`config.mk`:
```
export PLATFORM = sky130hd
export DESIGN_NAME = reset_sequencer
export DESIGN_NICKNAME = d
export VERILOG_FILES = /design/src/rtl/reset_sequencer.sv
export SDC_FILE = /design/constraint.sdc
export NUM_CORES = 1
export LEC_CHECK = 0
export ABC_AREA = 1
export CAP_MARGIN = 20
export CORE_MARGIN = 2
export CORE_UTILIZATION = 53
export CTS_BUF_LIST = sky130_fd_sc_hd__clkbuf_16
export DETAILED_ROUTE_END_ITERATION = 12
export GPL_TIMING_DRIVEN = 0
export PLACE_DENSITY = 0.75
export SLEW_MARGIN = 20
export SYNTH_ARGS = -nofsm -noshare
export SYNTH_HDL_FRONTEND = slang
export SYNTH_SLANG_ARGS = --single-unit
```
`constraint.sdc`:
```
create_clock -name i_clk -period 1.7 [get_ports i_clk]
set_input_delay 0.34 -clock i_clk [delete_from_list [all_inputs] [get_ports i_clk]]
set_output_delay 0.34 -clock i_clk [all_outputs]
set_load 0.02 [all_outputs]
```
`src/rtl/reset_sequencer.sv`:
```
// Ordered reset release for N_DOMAINS reset domains: hold all, then release one by one with gap + ready ack.
// Optional ready-ack timeout enabled by defining RESET_SEQ_TIMEOUT_EN (default build: no timeout, timeout_err tied 0).
//
// state     | meaning
// ST_ASSERT | all domains held in reset, ctr counts down the hold time
// ST_WAIT   | domain idx released, waiting gap then domain_ready[idx]
// ST_DONE   | every domain released and acknowledged
module reset_sequencer #(
   parameter int N_DOMAINS     = 3,
   parameter int ASSERT_CYCLES = 16,
   parameter int GAP_CYCLES    = 8,
   parameter int TIMEOUT       = 1024,
   parameter int W_CTR         = $clog2(((((ASSERT_CYCLES > GAP_CYCLES) ? ASSERT_CYCLES : GAP_CYCLES) > TIMEOUT)
                                         ? ((ASSERT_CYCLES > GAP_CYCLES) ? ASSERT_CYCLES : GAP_CYCLES)
                                         : TIMEOUT) + 1)
) (
   input  logic                 i_clk,
   input  logic                 i_rst,
   input  logic                 i_force_rst,
   input  logic                 i_soft_rst_req,
   input  logic [N_DOMAINS-1:0] i_domain_ready,
   output logic [N_DOMAINS-1:0] o_domain_rst_n,
   output logic                 o_seq_busy,
   output logic                 o_seq_done,
   output logic                 o_timeout_err
);

   localparam int IDX_W = (N_DOMAINS > 1) ? $clog2(N_DOMAINS) : 1;

   typedef enum logic [1:0] {
      ST_ASSERT = 2'd0,
      ST_WAIT   = 2'd1,
      ST_DONE   = 2'd2
   } state_t;

   state_t               r_state;
   logic [IDX_W-1:0]     r_idx;
   logic [W_CTR-1:0]     r_ctr;
   logic [N_DOMAINS-1:0] r_rst_n;
   logic                 r_busy;
   logic                 r_done;

   logic [IDX_W-1:0]     w_idx_nxt;
   logic                 w_ready;
   logic                 w_last;

   assign w_idx_nxt = r_idx + 1'b1;
   assign w_ready   = i_domain_ready[r_idx];
   assign w_last    = (r_idx == IDX_W'(N_DOMAINS - 1));

`ifdef RESET_SEQ_TIMEOUT_EN
   logic [W_CTR-1:0] r_tctr;
   logic             r_timeout_err;
   logic             w_tmo;

   assign w_tmo         = (r_tctr == W_CTR'(TIMEOUT - 1));
   assign o_timeout_err = r_timeout_err;
`else
   logic w_tmo;

   assign w_tmo         = 1'b0;
   assign o_timeout_err = 1'b0;
`endif

   always_ff @(posedge i_clk) begin
      if (i_rst || i_force_rst || i_soft_rst_req) begin
         r_state <= ST_ASSERT;
         r_idx   <= '0;
         r_ctr   <= W_CTR'(ASSERT_CYCLES - 1);
         r_rst_n <= '0;
         r_busy  <= 1'b1;
         r_done  <= 1'b0;
`ifdef RESET_SEQ_TIMEOUT_EN
         r_tctr        <= '0;
         r_timeout_err <= 1'b0;
`endif
      end else begin
         case (r_state)
            ST_ASSERT: begin
               if (r_ctr == '0) begin
                  r_rst_n[0] <= 1'b1;
                  r_ctr      <= W_CTR'(GAP_CYCLES);
                  r_state    <= ST_WAIT;
`ifdef RESET_SEQ_TIMEOUT_EN
                  r_tctr     <= '0;
`endif
               end else begin
                  r_ctr <= r_ctr - 1'b1;
               end
            end
            ST_WAIT: begin
               if (r_ctr != '0) begin
                  r_ctr <= r_ctr - 1'b1;
               end else if (w_ready || w_tmo) begin
                  // A timeout advances the sequence exactly like a real ack, but flags it.
`ifdef RESET_SEQ_TIMEOUT_EN
                  if (!w_ready) r_timeout_err <= 1'b1;
                  r_tctr <= '0;
`endif
                  if (w_last) begin
                     r_state <= ST_DONE;
                     r_done  <= 1'b1;
                     r_busy  <= 1'b0;
                  end else begin
                     r_idx              <= w_idx_nxt;
                     r_rst_n[w_idx_nxt] <= 1'b1;
                     r_ctr              <= W_CTR'(GAP_CYCLES);
                  end
               end else begin
`ifdef RESET_SEQ_TIMEOUT_EN
                  r_tctr <= r_tctr + 1'b1;
`endif
               end
            end
            ST_DONE: begin
               r_done <= 1'b1;
               r_busy <= 1'b0;
            end
            default: begin
               r_state <= ST_ASSERT;
               r_ctr   <= W_CTR'(ASSERT_CYCLES - 1);
               r_rst_n <= '0;
               r_busy  <= 1'b1;
               r_done  <= 1'b0;
            end
         endcase
      end
   end

   assign o_domain_rst_n = r_rst_n;
   assign o_seq_busy     = r_busy;
   assign o_seq_done     = r_done;

endmodule

```
==> metrics.md <==
| Metric | Value |
|---|---|
| Final net count | `approximately 210` |
| Clock Skews | `~3.6 ps` |
| Final non-filler cell total | `220` |
| 1st-iter DRT viols | `18` |
| Top FF cell, synth | `dfxtp_1` |
| Total routed wirelength | `between 2 and 3 mm` |
| Initial antenna violation count | `0` |
| Maximum clock path buffer count | `2` |
| Period minus WS final | `approximately 1600 ps` |
| Starting density of the core | `~56%` |
| Number of synthesized flops with an enable pin | `0` |
| Worst R2R End | `r_ctr[0]` |
| Largest family of logic cells by synthesized area | `simple AND/OR/NAND/NOR gates` |
| CP Capture Type | `flip-flop` |
| Vias per inst | `between 5 and 6` |
| Grt ovf | `0` |
| Avg WL per Cell | `approximately 12 µm` |
| Status | `finished, final reports clean` |
| Syn nets | `between 150 and 200` |
| Post-synthesis sequential area ratio | `32.29%` |
| Synth warn | `0` |
| #FFs+latches synth | `20` |
| Clock sink total | `20` |
| Hold WC Path Type | `flip-flop to flip-flop` |
| Final instance area | `1516 µm²` |
| Detailed Place HPWL | `1.905 mm` |
| Clk network pwr share | `between 40 and 50%` |
| Static Leak | `0.0006624 µW` |
| Worst Setup EP | `r_ctr[0]` |
| Worst hold margin | `about 450 ps` |
| Global-route wire length before repair | `about 4.1 mm` |
| H-Tree Level Count | `1` |
| Fin crit share | `a little over nine tenths` |
| CTS Buf Count | `3` |
| VDD IR-drop max | `between 600 and 700 µV` |
| Place WS | `-129.1 ps` |
| Max-Cap Viols | `0` |
| R2r setup slk | `between 80 and 90 ps` |
| Vias in the first global route | `1001` |
| NetSw | `~190 µW` |
| WP data arrival | `around 1800 ps` |
| Syn avg cell area | `7.085 µm²` |
| Diodes inserted | `0` |
| Fillers | `184` |
| R2R cell count | `10` |
| Area after DPL | `1385 µm²` |
| Core ar. | `between 2000 and 2500 µm²` |
| Largest net degree at the start of global routing | `12` |
| DR pass1 iterations | `4` |
| Share of cells above drive strength 1 | `roughly 17%` |
| DRT antenna net count | `0` |
| CTS Hold Bufs | `0` |
| Hold Path Origin | `o_domain_rst_n[1]` |
| Compound-Gate Fraction of Synth Area | `15.24%` |
| Final setup viols | `0` |
| CP Launch Type | `flip-flop` |
| Worst reg2reg startpoint | `r_ctr[0]` |
| Io pins | `13` |
| Area Growth Syn to Fin | `22.30%` |
| Kind of critical path | `flip-flop to flip-flop` |
| Cell Area, Synth | `between 1000 and 1500 µm²` |
| CP startpoint | `r_ctr[0]` |
| Req. time, crit path | `approximately 1800 ps` |
| Comb pwr share | `4.0%` |
| Post-Synth Adder-Cell Area | `9.082%` |
| Pint | `~800 µW` |
| Most frequent cells in the layout | `nand2_1 (27), inv_1 (24), nor2_1 (22)` |
| Worst-Skew Late Latency | `250 ps` |
| Vias post-DR | `around 1100` |
| Max-slew violations | `0` |
| Synth Area in Simple Gates | `between 30% and 40%` |
| Total Die Area | `between 2000 and 3000 µm²` |
| Power density over the cells | `about 660 nW/µm²` |
| Post-synthesis mux area share | `0%` |
| Sw Share | `between 10% and 20%` |
| Port bufs | `11` |
| PnR worst setup slack | `between 80 and 90 ps` |
| Sequential fraction of design power | `47.4%` |
| DRC Markers | `0` |
| CP Max Fanout | `10` |
| Cell row count | `17` |
| CTS clk-pin slew, worst paths | `about 50 ps` |
| Die X | `52.37 µm` |
| Instance count of the mapped netlist | `175` |
| Die height | `between 50 and 60 µm` |
| Netlist cell types | `29` |
| Commonest non-fill, non-tap cell in the layout | `nand2_1` |
| Hold violation count in the final report | `0` |
| Fmax | `between 600 and 700 MHz` |
| Post-synth ARST share | `0%` |
| Root buffer selected by CTS | `clkbuf_16` |
| TritonCTS clock tree | `done` |
| Total GRT Usage | `20.30%` |
| Synth Area in XOR/XNOR | `0%` |
| GP Congestion | `between 0.7 and 0.8` |
| Cell Count Post-Placement | `around 210` |
## worst max-delay path, cell delays in order (launching register included)
cell	delay [ps]
dfxtp_1	320
inv_2	80
ha_1	150
inv_1	60
nor2_2	120
nand3_4	120
o21ai_4	210
nand2_4	90
buf_6	150
a21oi_1	130
o21ai_1	80
## metrics by stage
| stage | power [µW] | util, % | setup TNS [ps] |
|---|---|---|---|
| after floorplan | 498.6 | - | 0 |
| after detailed placement | 517.2 | 62.61 | -1225 |
| after CTS | 1000 | 66.18 | 0 |
| final | 994.1 | 68.55 | 0 |
| after global placement | 516.0 | 62.61 | -850.4 |
| after global routing | 1026 | 68.55 | -39.51 |
## cells in the mapped netlist (2+ instances only)
| cell type | n | area [µm²] |
|---|---|---|
| o21ai_0 | 10 | 50.05 |
| ha_1 | 9 | 112.6 |
| o21ai_1 | 3 | 15.01 |
| inv_2 | 2 | 7.510 |
| nand2_1 | 27 | 101.4 |
| nor2_2 | 4 | 25.02 |
| dfxtp_1 | 20 | 400.4 |
| nor2_4 | 4 | 45.04 |
| a21oi_1 | 15 | 75.07 |
| nor3_1 | 3 | 15.01 |
| nor2_1 | 24 | 90.09 |
| nand3_1 | 12 | 60.06 |
| inv_1 | 26 | 97.59 |
## final cells by class
class / instances / area, µm² / area share, %
Timing Repair Buffer: 13 / 137.6 / 9.076
Tap cell: 28 / 35.03 / 2.310
Clock inverter: 1 / 3.754 / 0.2475
Buffer: 2 / 18.77 / 1.238
Multi-Input combinational cell: 125 / 739.5 / 48.76
Sequential cell: 20 / 401.6 / 26.49
Inverter: 28 / 105.1 / 6.931
Clock buffer: 3 / 75.07 / 4.951
## registers in the layout, summed over array words and instances, names as in the netlist
register,cells
r_idx,2
o_domain_rst_n,3
r_ctr,11
o_seq_done,1
r_state,2
o_seq_busy,1
## layer usage
layer  track usage, %  share of wire (%)  wire length, µm  vias to the layer above
met2            31.67                 47             1180                       19
met1            26.60                 48             1224                      506
met4            8.547                1.8               46                        0
met3            4.857                3.4               85                        6
met5                0                  0                0                        -
li1                 -                  -                -                      598
## power by group through the flow
stage / sequential (µW) / combinational [µW] / clock (µW)
2_1_floorplan: 481 / 18.0 / 0
3_3_place_gp: 481 / 35.3 / 0
3_5_place_dp: 481 / 36.3 / 0
4_1_cts: 471 / 36.6 / 493
5_1_grt: 471 / 43.3 / 511
6_report: 471 / 39.3 / 484
## cells by family after synthesis
family | after synthesis
buffers and inverters | 30
AOI/OAI and AO/OA | 33
and+or+nand+nor | 82
other | 1
DFF | 20
adders and majority gates | 9
## how the worst min path moves through the flow
stage	endpoint	cells after the start	slack, ps
floorplan	o_seq_busy	2	470
global placement	o_domain_rst_n[2]	2	440
detailed placement	o_domain_rst_n[1]	2	440
CTS	o_domain_rst_n[1]	2	450
global route	o_domain_rst_n[2]	2	490
finish	o_domain_rst_n[1]	2	450
## what timing repair did
action / CTS / global route
endpoints found under the setup margin: 0 / 12
setup buffers: 0 / 2
gates resized for setup: 0 / 10
(Power assumes the default switching activity.)
